**src/rtl/smiley_collision_detector.sv**
```systemverilog
// Purpose: turn smiley/object pixel overlaps into one-cycle collision pulses, one per type per frame, with frame holdoff.
// Latency: a pulse appears one clk after the overlap pixel; frameSummary updates on the startOfFrame edge.
// Backpressure: none; pause freezes detection and all frame state, and a pulse already registered still completes.
module smiley_collision_detector #(
  parameter int HOLDOFF_FRAMES = 2,
  parameter int NUM_TYPES      = 5
) (
  input  logic                 clk,
  input  logic                 resetN,
  input  logic                 startOfFrame,
  input  logic                 pause,
  input  logic                 draw_smiley,
  input  logic                 draw_border_top,
  input  logic                 draw_border_left,
  input  logic                 draw_border_right,
  input  logic                 draw_flipper,
  input  logic                 draw_obstacle,
  output logic                 collisionSmileyBorderTop,
  output logic                 collisionSmileyBorderLeft,
  output logic                 collisionSmileyBorderRight,
  output logic                 collisionSmileyFlipper,
  output logic                 collisionSmileyObstacle,
  output logic [NUM_TYPES-1:0] frameSummary
);

  // Holdoff counter is at least one bit wide so HOLDOFF_FRAMES=0 still has a legal counter.
  localparam int              HW        = (HOLDOFF_FRAMES < 1) ? 1 : $clog2(HOLDOFF_FRAMES + 1);
  localparam logic [HW-1:0]   HOLD_INIT = HW'(HOLDOFF_FRAMES);

  logic [NUM_TYPES-1:0] overlap;
  logic [NUM_TYPES-1:0] fire;
  logic [NUM_TYPES-1:0] pulse_q;
  logic [NUM_TYPES-1:0] reported;
  logic [NUM_TYPES-1:0] accum;
  logic [HW-1:0]        holdoff [NUM_TYPES];

  // Type order: 0 top, 1 left, 2 right, 3 flipper, 4 obstacle.
  assign overlap = {draw_obstacle, draw_flipper, draw_border_right,
                    draw_border_left, draw_border_top} & {NUM_TYPES{draw_smiley}};

  // A type fires on its first unblocked overlap pixel; pre-edge reported/holdoff are used,
  // so an overlap on the startOfFrame cycle is judged against the previous frame's state.
  always_comb begin
    fire = '0;
    for (int k = 0; k < NUM_TYPES; k++) begin
      fire[k] = overlap[k] & ~reported[k] & (holdoff[k] == '0) & ~pause;
    end
  end

  // Pulse register plus per-frame bookkeeping; a fire takes priority over the frame clear.
  always_ff @(posedge clk or negedge resetN) begin
    if (!resetN) begin
      pulse_q      <= '0;
      reported     <= '0;
      accum        <= '0;
      frameSummary <= '0;
      for (int k = 0; k < NUM_TYPES; k++) begin
        holdoff[k] <= '0;
      end
    end else begin
      pulse_q <= fire;
      if (!pause) begin
        if (startOfFrame) begin
          frameSummary <= accum;
          accum        <= overlap;
        end else begin
          accum <= accum | overlap;
        end
        for (int k = 0; k < NUM_TYPES; k++) begin
          if (fire[k]) begin
            reported[k] <= 1'b1;
            holdoff[k]  <= HOLD_INIT;
          end else if (startOfFrame) begin
            reported[k] <= 1'b0;
            if (holdoff[k] != '0) begin
              holdoff[k] <= holdoff[k] - HW'(1);
            end
          end
        end
      end
    end
  end

  assign collisionSmileyBorderTop   = pulse_q[0];
  assign collisionSmileyBorderLeft  = pulse_q[1];
  assign collisionSmileyBorderRight = pulse_q[2];
  assign collisionSmileyFlipper     = pulse_q[3];
  assign collisionSmileyObstacle    = pulse_q[4];

endmodule
```
**config.mk**
```make
export PLATFORM = sky130hd
export DESIGN_NAME = smiley_collision_detector
export DESIGN_NICKNAME = d
export VERILOG_FILES = /design/src/rtl/smiley_collision_detector.sv
export SDC_FILE = /design/constraint.sdc
export NUM_CORES = 1
export LEC_CHECK = 0
export CAP_MARGIN = 0
export CORE_MARGIN = 4
export CORE_UTILIZATION = 25
export CTS_CLUSTER_SIZE = 28
export DETAILED_ROUTE_END_ITERATION = 10
export PLACE_DENSITY = 0.39
export SYNTH_ARGS = -nofsm -noshare
export SYNTH_HDL_FRONTEND = slang
export SYNTH_SLANG_ARGS = --single-unit
```
**constraint.sdc**
```tcl
create_clock -name clk -period 1.5 [get_ports clk]
set_input_delay 0.45 -clock clk [delete_from_list [all_inputs] [get_ports clk]]
set_output_delay 0.45 -clock clk [all_outputs]
set_load 0.05 [all_outputs]
```
==> results.ini, run 1 <==
[logic_synthesis]
synthesis.nets=129
ys_ff_latch=30
synthesis.area_um2=1306
avgSynthCellArea_um2=11.46
synth_cell_type_count=22
synth.top_cell.area_share_pct=57.47
syn_inst=114
synth_top_area_cell=dfrtp_1
synth-seq-area-share_pct=57.47
synthTopCellsByArea=dfrtp_1, ha_1, mux2_1
yosys_warnings=0

[floorplanning]
initial_utilization_pct=25.74
die_area_um2=6446
die-height_um=80.29
rows=26
die_width_um=80.29
io_pins=20
core_region_area_um2=5075

[clock_tree]
cts-root-buf=clkbuf_8
ctsLongestPathBuffers=2
cts_sinks=30
worstSkewPairLatency_ps=280
cts_tree=built
htree_levels=2
cts.reportedPaths.clkPinSlew_ps=60
cts_inserted_buffers=5

[power_and_ir_drop]
p_int_uw=1983
pwr-share-comb_pct=33.9
swShare_pct=31.78
p_sw_uw=923.7
finalPower_uw=2906
irDropWorstVdd_mv=0.5190
p_per_area_nw_per_um2=1539
seqPwrFrac_pct=40.2
p_clk_share_pct=25.9
p_leak_uw=0.0009315

[sta]
finalSetupTns_ps=0
finClkSkew_ps=3.833
period_share_pct=98.21
rsz0062_at_grt=true
setup_viol=0
maxSlewHeadroom_pct=81.36
hold_viol_final=0
slew_viol_final=0
worst_slew_pin_slew_ps=279.5
fmax_ghz=0.6788
fin_crit_ps=1473

[detailed_routing]
drt-met1-wl_um=1055
firstDrtPassIters=2
vias=954
drt_iter0_drc=23
met2_length_um=1298
wl_per_cell_um=11.43
highest_layer=met4
drc_errors=0
via_per_inst=4.317
route.met3.wl_um=133
antenna_left=0
routed_wl_um=2527

[final_layout]
nNetsFinal=165
design_area_um2=1888
postLayoutCoreUtil_pct=37.20
synthToLayoutAreaGrowth_pct=44.54
drive_above_1_share_pct=22.52
num_antenna_cells=0

[outcome]
status=finished clean

[global_routing]
grt_use_total_pct=9.348
antenna_found_initial=0
grt_pass1_wl_um=4485
grt_pass1_vias=987
overflow=0
grt_max_degree=31

[min_path]
min-delay-start=accum[1]$_DFFE_PN0N_
hold_class=flop to flop

[setup_path]
rr_startpoint=holdoff[6]$_DFFE_PN0P_
startpoint=pause
crit_chain=clkdlybuf4s50_1, nand2b_4, or3_1, a21oi_1
slowest_stage=clkdlybuf4s50_1
slowest_delay_ps=440
critical_path_class=input port to flop
critPathMaxFanout=24
crit_path_start_kind=input port
critical_path_required_ps=1700
crit_arrival_ps=1680
cp-end-kind=flop
reg2reg_slack_ps=140

[placement]
dpl_cell_area_um2=1773
dp_hpwl_um=1890
io_buffer_count=19
routabilityCongestion=0.7123

[job]
cap_violations=0

cells by family (layout without fill, tap and decap cells):
| family | count (synthesis) | count (layout) | share of synthesized area (%) |
|---|---|---|---|
| fa+ha+maj | 5 | 5 | 4.789 |
| simple gates | 34 | 34 | 15.61 |
| mux | 9 | 9 | 7.375 |
| buf+inv | 15 | 52 | 5.076 |
| flops | 30 | 30 | 57.47 |
| compound gates | 21 | 21 | 9.673 |
state kept, by name, summed over array words and instances (netlist names):
name / flops
pulse_q: 5
accum: 5
reported: 5
holdoff: 10
frameSummary: 5
stage by stage:
step           worst slack, ps  hold WS, ps  cells
2_1_floorplan            213.6        154.4    114
3_3_place_gp            -274.7        454.2    213
4_1_cts                  16.69        472.7    221
3_5_place_dp            -283.8        456.5    213
6_report                 26.82        467.4    221
5_1_grt                 -58.42        496.7    221
power by group through the flow:
stage / clock, uW / combinational, uW / sequential, uW
6_report: 752 / 986 / 1170
3_5_place_dp: 0 / 1000 / 1190
3_3_place_gp: 0 / 980 / 1180
2_1_floorplan: 0 / 522 / 1270
5_1_grt: 833 / 1100 / 1200
4_1_cts: 785 / 1010 / 1170
repair_timing:
action                                  in CTS  in global routing
resized for setup                            0                  2
endpoints found under the setup margin       0                  9
hold buffers                                 0                  0
setup buffers                                0                  0
Yosys cell counts:
cell      instances
a21o_1            5
a21oi_1           5
buf_2             2
buf_6             1
dfrtp_1          30
ha_1              5
inv_1            12
mux2_1            5
mux2i_1           4
nand2_1          10
nand2b_1          5
nand2b_4          1
nand3b_1          4
nand3b_4          1
nand4_1           1
nor2_1            5
o21ai_0           5
o21ai_1           1
o221ai_1          1
o22ai_1           4
or3_1             5
or4_1             2
placed cells by master (no fill, tap or decap), drive strengths merged:
cell	instances
nand4	1
inv	12
mux2i	4
buf	23
ha	5
o22ai	4
nor2	5
a21o	5
clkbuf	8
dfrtp	30
nand2b	6
nand2	10
or3	5
a21oi	5
o221ai	1
mux2	5
or4	2
dlymetal6s2s	1
o21ai	6
clkdlybuf4s50	8
nand3b	5
critical path, delay by kind of cell:
| family | cells | cell delay, ps |
|---|---|---|
| compound gates | 1 | 150 |
| buf+inv | 1 | 440 |
| simple gates | 2 | 630 |
metal layers:
| layer | global-route usage, % | vias up |
|---|---|---|
| li1 | - | 465 |
| met2 | 16.23 | 14 |
| met1 | 9.554 | 469 |
| met5 | 0 | - |
| met4 | 4.054 | 0 |
| met3 | 4.372 | 6 |
cell type report:
| class | count | area [um^2] |
|---|---|---|
| fillers | 512 | 3187 |
| clock buffers | 8 | 110.1 |
| inverters | 12 | 45.04 |
| well taps | 70 | 87.58 |
| multi-input cells | 69 | 491.7 |
| flip-flops and latches | 30 | 750.7 |
| repair buffers | 32 | 402.9 |
final timing paths:
path | endpoint | cells past startpoint
setup / recovery | holdoff[0]$_DFFE_PN0P_ | 4
hold / removal | accum[1]$_DFFE_PN0N_ | 2
setup reg to reg | holdoff[7]$_DFFE_PN0P_ | 4
hold reg to reg | accum[1]$_DFFE_PN0N_ | 2
max in group asynchronous | pulse_q[1]$_DFF_PN0_ | 2
min in group asynchronous | pulse_q[2]$_DFF_PN0_ | 2
(Power assumes the default switching activity.)
==> run 2, diff against run 1 <==
--- a/config.mk
+++ b/config.mk
@@ -5,6 +5,7 @@
 export SDC_FILE = /design/constraint.sdc
 export NUM_CORES = 1
 export LEC_CHECK = 0
+export ABC_CLOCK_PERIOD_IN_PS = 1500
 export CAP_MARGIN = 0
 export CORE_MARGIN = 4
 export CORE_UTILIZATION = 25
==> results of run 2 <==
No change in the layout: final DEF, timing and power equal those of run 1.
==> run 3, diff against run 2 <==
--- a/config.mk
+++ b/config.mk
@@ -9,7 +9,7 @@
 export CAP_MARGIN = 0
 export CORE_MARGIN = 4
 export CORE_UTILIZATION = 25
-export CTS_CLUSTER_SIZE = 28
+export CTS_CLUSTER_SIZE = 40
 export DETAILED_ROUTE_END_ITERATION = 10
 export PLACE_DENSITY = 0.39
 export SYNTH_ARGS = -nofsm -noshare
==> constraint.sdc (replaced) <==
create_clock -name clk -period 1.5 [get_ports clk]
set_input_delay 0.45 -clock clk [delete_from_list [all_inputs] [get_ports clk]]
set_output_delay 0.45 -clock clk [all_outputs]
set_load 0.005 [all_outputs]
==> run 3 against run 2 <==
Worst hold slack improved by 3.9 ps. Clock power fell by 11%. Power is 11% lower. Via count decreased by 1.3%. Sequential cell count unchanged. Sequential power barely moved. Combinational power shrank 22%. Worst setup slack better by 85 ps. Sequential share of layout area is 2.3 points higher. Register-to-register slack hardly changed.
==> results.ini, run 3 (synthesis gave the netlist of run 1 again) <==
[sta]
fmax_ghz=0.7206  ; +6.2%
finalSetupTns_ps=0  ; unchanged
worst_slew_pin_slew_ps=317.9  ; +38.38 ps
slew_viol_final=0  ; unchanged
fin_crit_ps=1388  ; -85.44 ps
setup_viol=0  ; unchanged
maxSlewHeadroom_pct=78.81  ; -2.5 points
finClkSkew_ps=7.456  ; +3.623 ps
period_share_pct=92.52  ; -5.7 points
hold_viol_final=0  ; unchanged
final.setup.worst_slack_ps=112.3  ; +85.44 ps
rsz0062_at_grt=false

[setup_path]
crit_path_start_kind=input port
critPathMaxFanout=2  ; -92%
rr_startpoint=holdoff[6]$_DFFE_PN0P_
critical_path_required_ps=1720  ; +20 ps
reg2reg_slack_ps=130  ; about the same
startpoint=draw_border_left
critical_path_class=input port to flop
endpoint=holdoff[7]$_DFFE_PN0P_
rr_worst_depth=4  ; unchanged
reg2reg_to=holdoff[7]$_DFFE_PN0P_
slowest_delay_ps=510  ; +70 ps
crit_chain=clkdlybuf4s50_1, nand3b_4, or4_1, nand4_1
crit_arrival_ps=1600  ; -80 ps
slowest_stage=clkdlybuf4s50_1
cp-end-kind=flop

[detailed_routing]
vias=942  ; -1.3%
drt_iter0_drc=17  ; -26%
routed_wl_um=2687  ; +6.3%
wl_per_cell_um=12.10  ; +5.9%
firstDrtPassIters=4  ; +2
antenna_left=0  ; unchanged
drc_errors=0  ; unchanged
via_per_inst=4.243  ; -1.7%

[clock_tree]
cts_tree=built
cts-root-buf=clkbuf_8
cts.reportedPaths.clkPinSlew_ps=70  ; about the same
worstSkewPairLatency_ps=280  ; about the same
cts_inserted_buffers=5  ; unchanged
htree_levels=2  ; unchanged
cts_sinks=30  ; unchanged
ctsLongestPathBuffers=2  ; unchanged

[floorplanning]
die_area_um2=6446  ; unchanged
io_pins=20  ; unchanged
rows=26  ; unchanged
die-height_um=80.29  ; unchanged
die_width_um=80.29  ; unchanged
core_region_area_um2=5075  ; unchanged
initial_utilization_pct=25.74  ; unchanged

[final_layout]
most-common-layout-cells=dfrtp_1, inv_1, buf_4, nand2_1, dlygate4sd2_1
largest_reg_flops=10  ; unchanged
num_antenna_cells=0  ; unchanged
design_area_um2=1784  ; -5.5%
fill_cells=526  ; +2.7%
synthToLayoutAreaGrowth_pct=36.59
final_common_cell=dfrtp_1
drive_above_1_share_pct=17.11  ; -5.4 points
regMostFlops=holdoff
nNetsFinal=166  ; +0.61%

[global_routing]
antenna_found_initial=0  ; unchanged
overflow=0  ; unchanged
grt_pass1_vias=980  ; -0.71%
grt_max_degree=31  ; unchanged
grt_use_total_pct=9.540  ; +0.19 points
grt_pass1_wl_um=4554  ; +1.5%

[placement]
dp_hpwl_um=1856  ; -1.8%
post-place-ws_ps=-304.3  ; -20.55 ps
dpl_cell_area_um2=1673  ; -5.6%
routabilityCongestion=0.7278  ; +2.2%
io_buffer_count=19  ; unchanged

[min_path]
hold_class=flop to flop

[power_and_ir_drop]
p_leak_uw=0.0009297  ; -0.19%
irDropWorstVdd_mv=0.5770  ; +11%
p_per_area_nw_per_um2=1448  ; -6.0%

[outcome]
status=finished clean

[job]
cap_violations=0  ; unchanged

[run 3: cell type report]
type	count	area (um^2)	share of cell area (%)
multi-input cells	70	510.5	28.61
inverters	12	45.04	2.525
clock buffers	6	82.58	4.628
flip-flops and latches	30	750.7	42.08
clock inverters	2	12.51	0.7013
repair buffers	32	295.3	16.55
well taps	70	87.58	4.909
[run 3: how the worst min path moves through the flow]
stage | start | end | depth (start not counted) | slack (ps)
6_report | reported[3]$_DFFE_PN0P_ | reported[3]$_DFFE_PN0P_ | 1 | 470
5_1_grt | reported[3]$_DFFE_PN0P_ | reported[3]$_DFFE_PN0P_ | 1 | 490
4_1_cts | reported[3]$_DFFE_PN0P_ | reported[3]$_DFFE_PN0P_ | 1 | 480
3_5_place_dp | reported[3]$_DFFE_PN0P_ | reported[3]$_DFFE_PN0P_ | 1 | 460
3_3_place_gp | accum[1]$_DFFE_PN0N_ | accum[1]$_DFFE_PN0N_ | 2 | 450
2_1_floorplan | resetN | accum[0]$_DFFE_PN0N_ | 0 | 150
[run 3: through the flow]
stage | std cells | hold WS, ps | power (uW) | utilization [%]
floorplan | 114 | 154.4 | 1659 | -
global placement | 213 | 454.3 | 1922 | 32.96
detailed placement | 213 | 459.4 | 1948 | 32.96
CTS | 221 | 475.9 | 2612 | 34.59
global route | 222 | 488.5 | 2831 | 35.16
finish | 222 | 471.4 | 2583 | 35.16
[run 3: timing repair]
action                                  4_1_cts  5_1_grt
endpoints found under the setup margin       10       11
cloned                                        0        1
buffers inserted                              0        0
resized for setup                            10        5
hold buffers                                  0        0
pin swaps                                     0        1
[run 3: power by group]
part / switching, uW / internal [uW]
Clock: 305 / 368
Combinational: 388 / 379
Sequential: 105 / 1040
Total: 798 / 1790
[run 3: per-layer routing]
layer	vias to the layer above	GRT usage, %	wire length (um)
li1	468	-	-
met4	0	5.068	58
met5	-	0	0
met2	14	15.56	1303
met3	5	3.924	135
met1	455	10.54	1189
[run 3: critical path, delay by kind of cell]
family        cells  cell delay, ps
simple gates      3             650
buf+inv           1             510
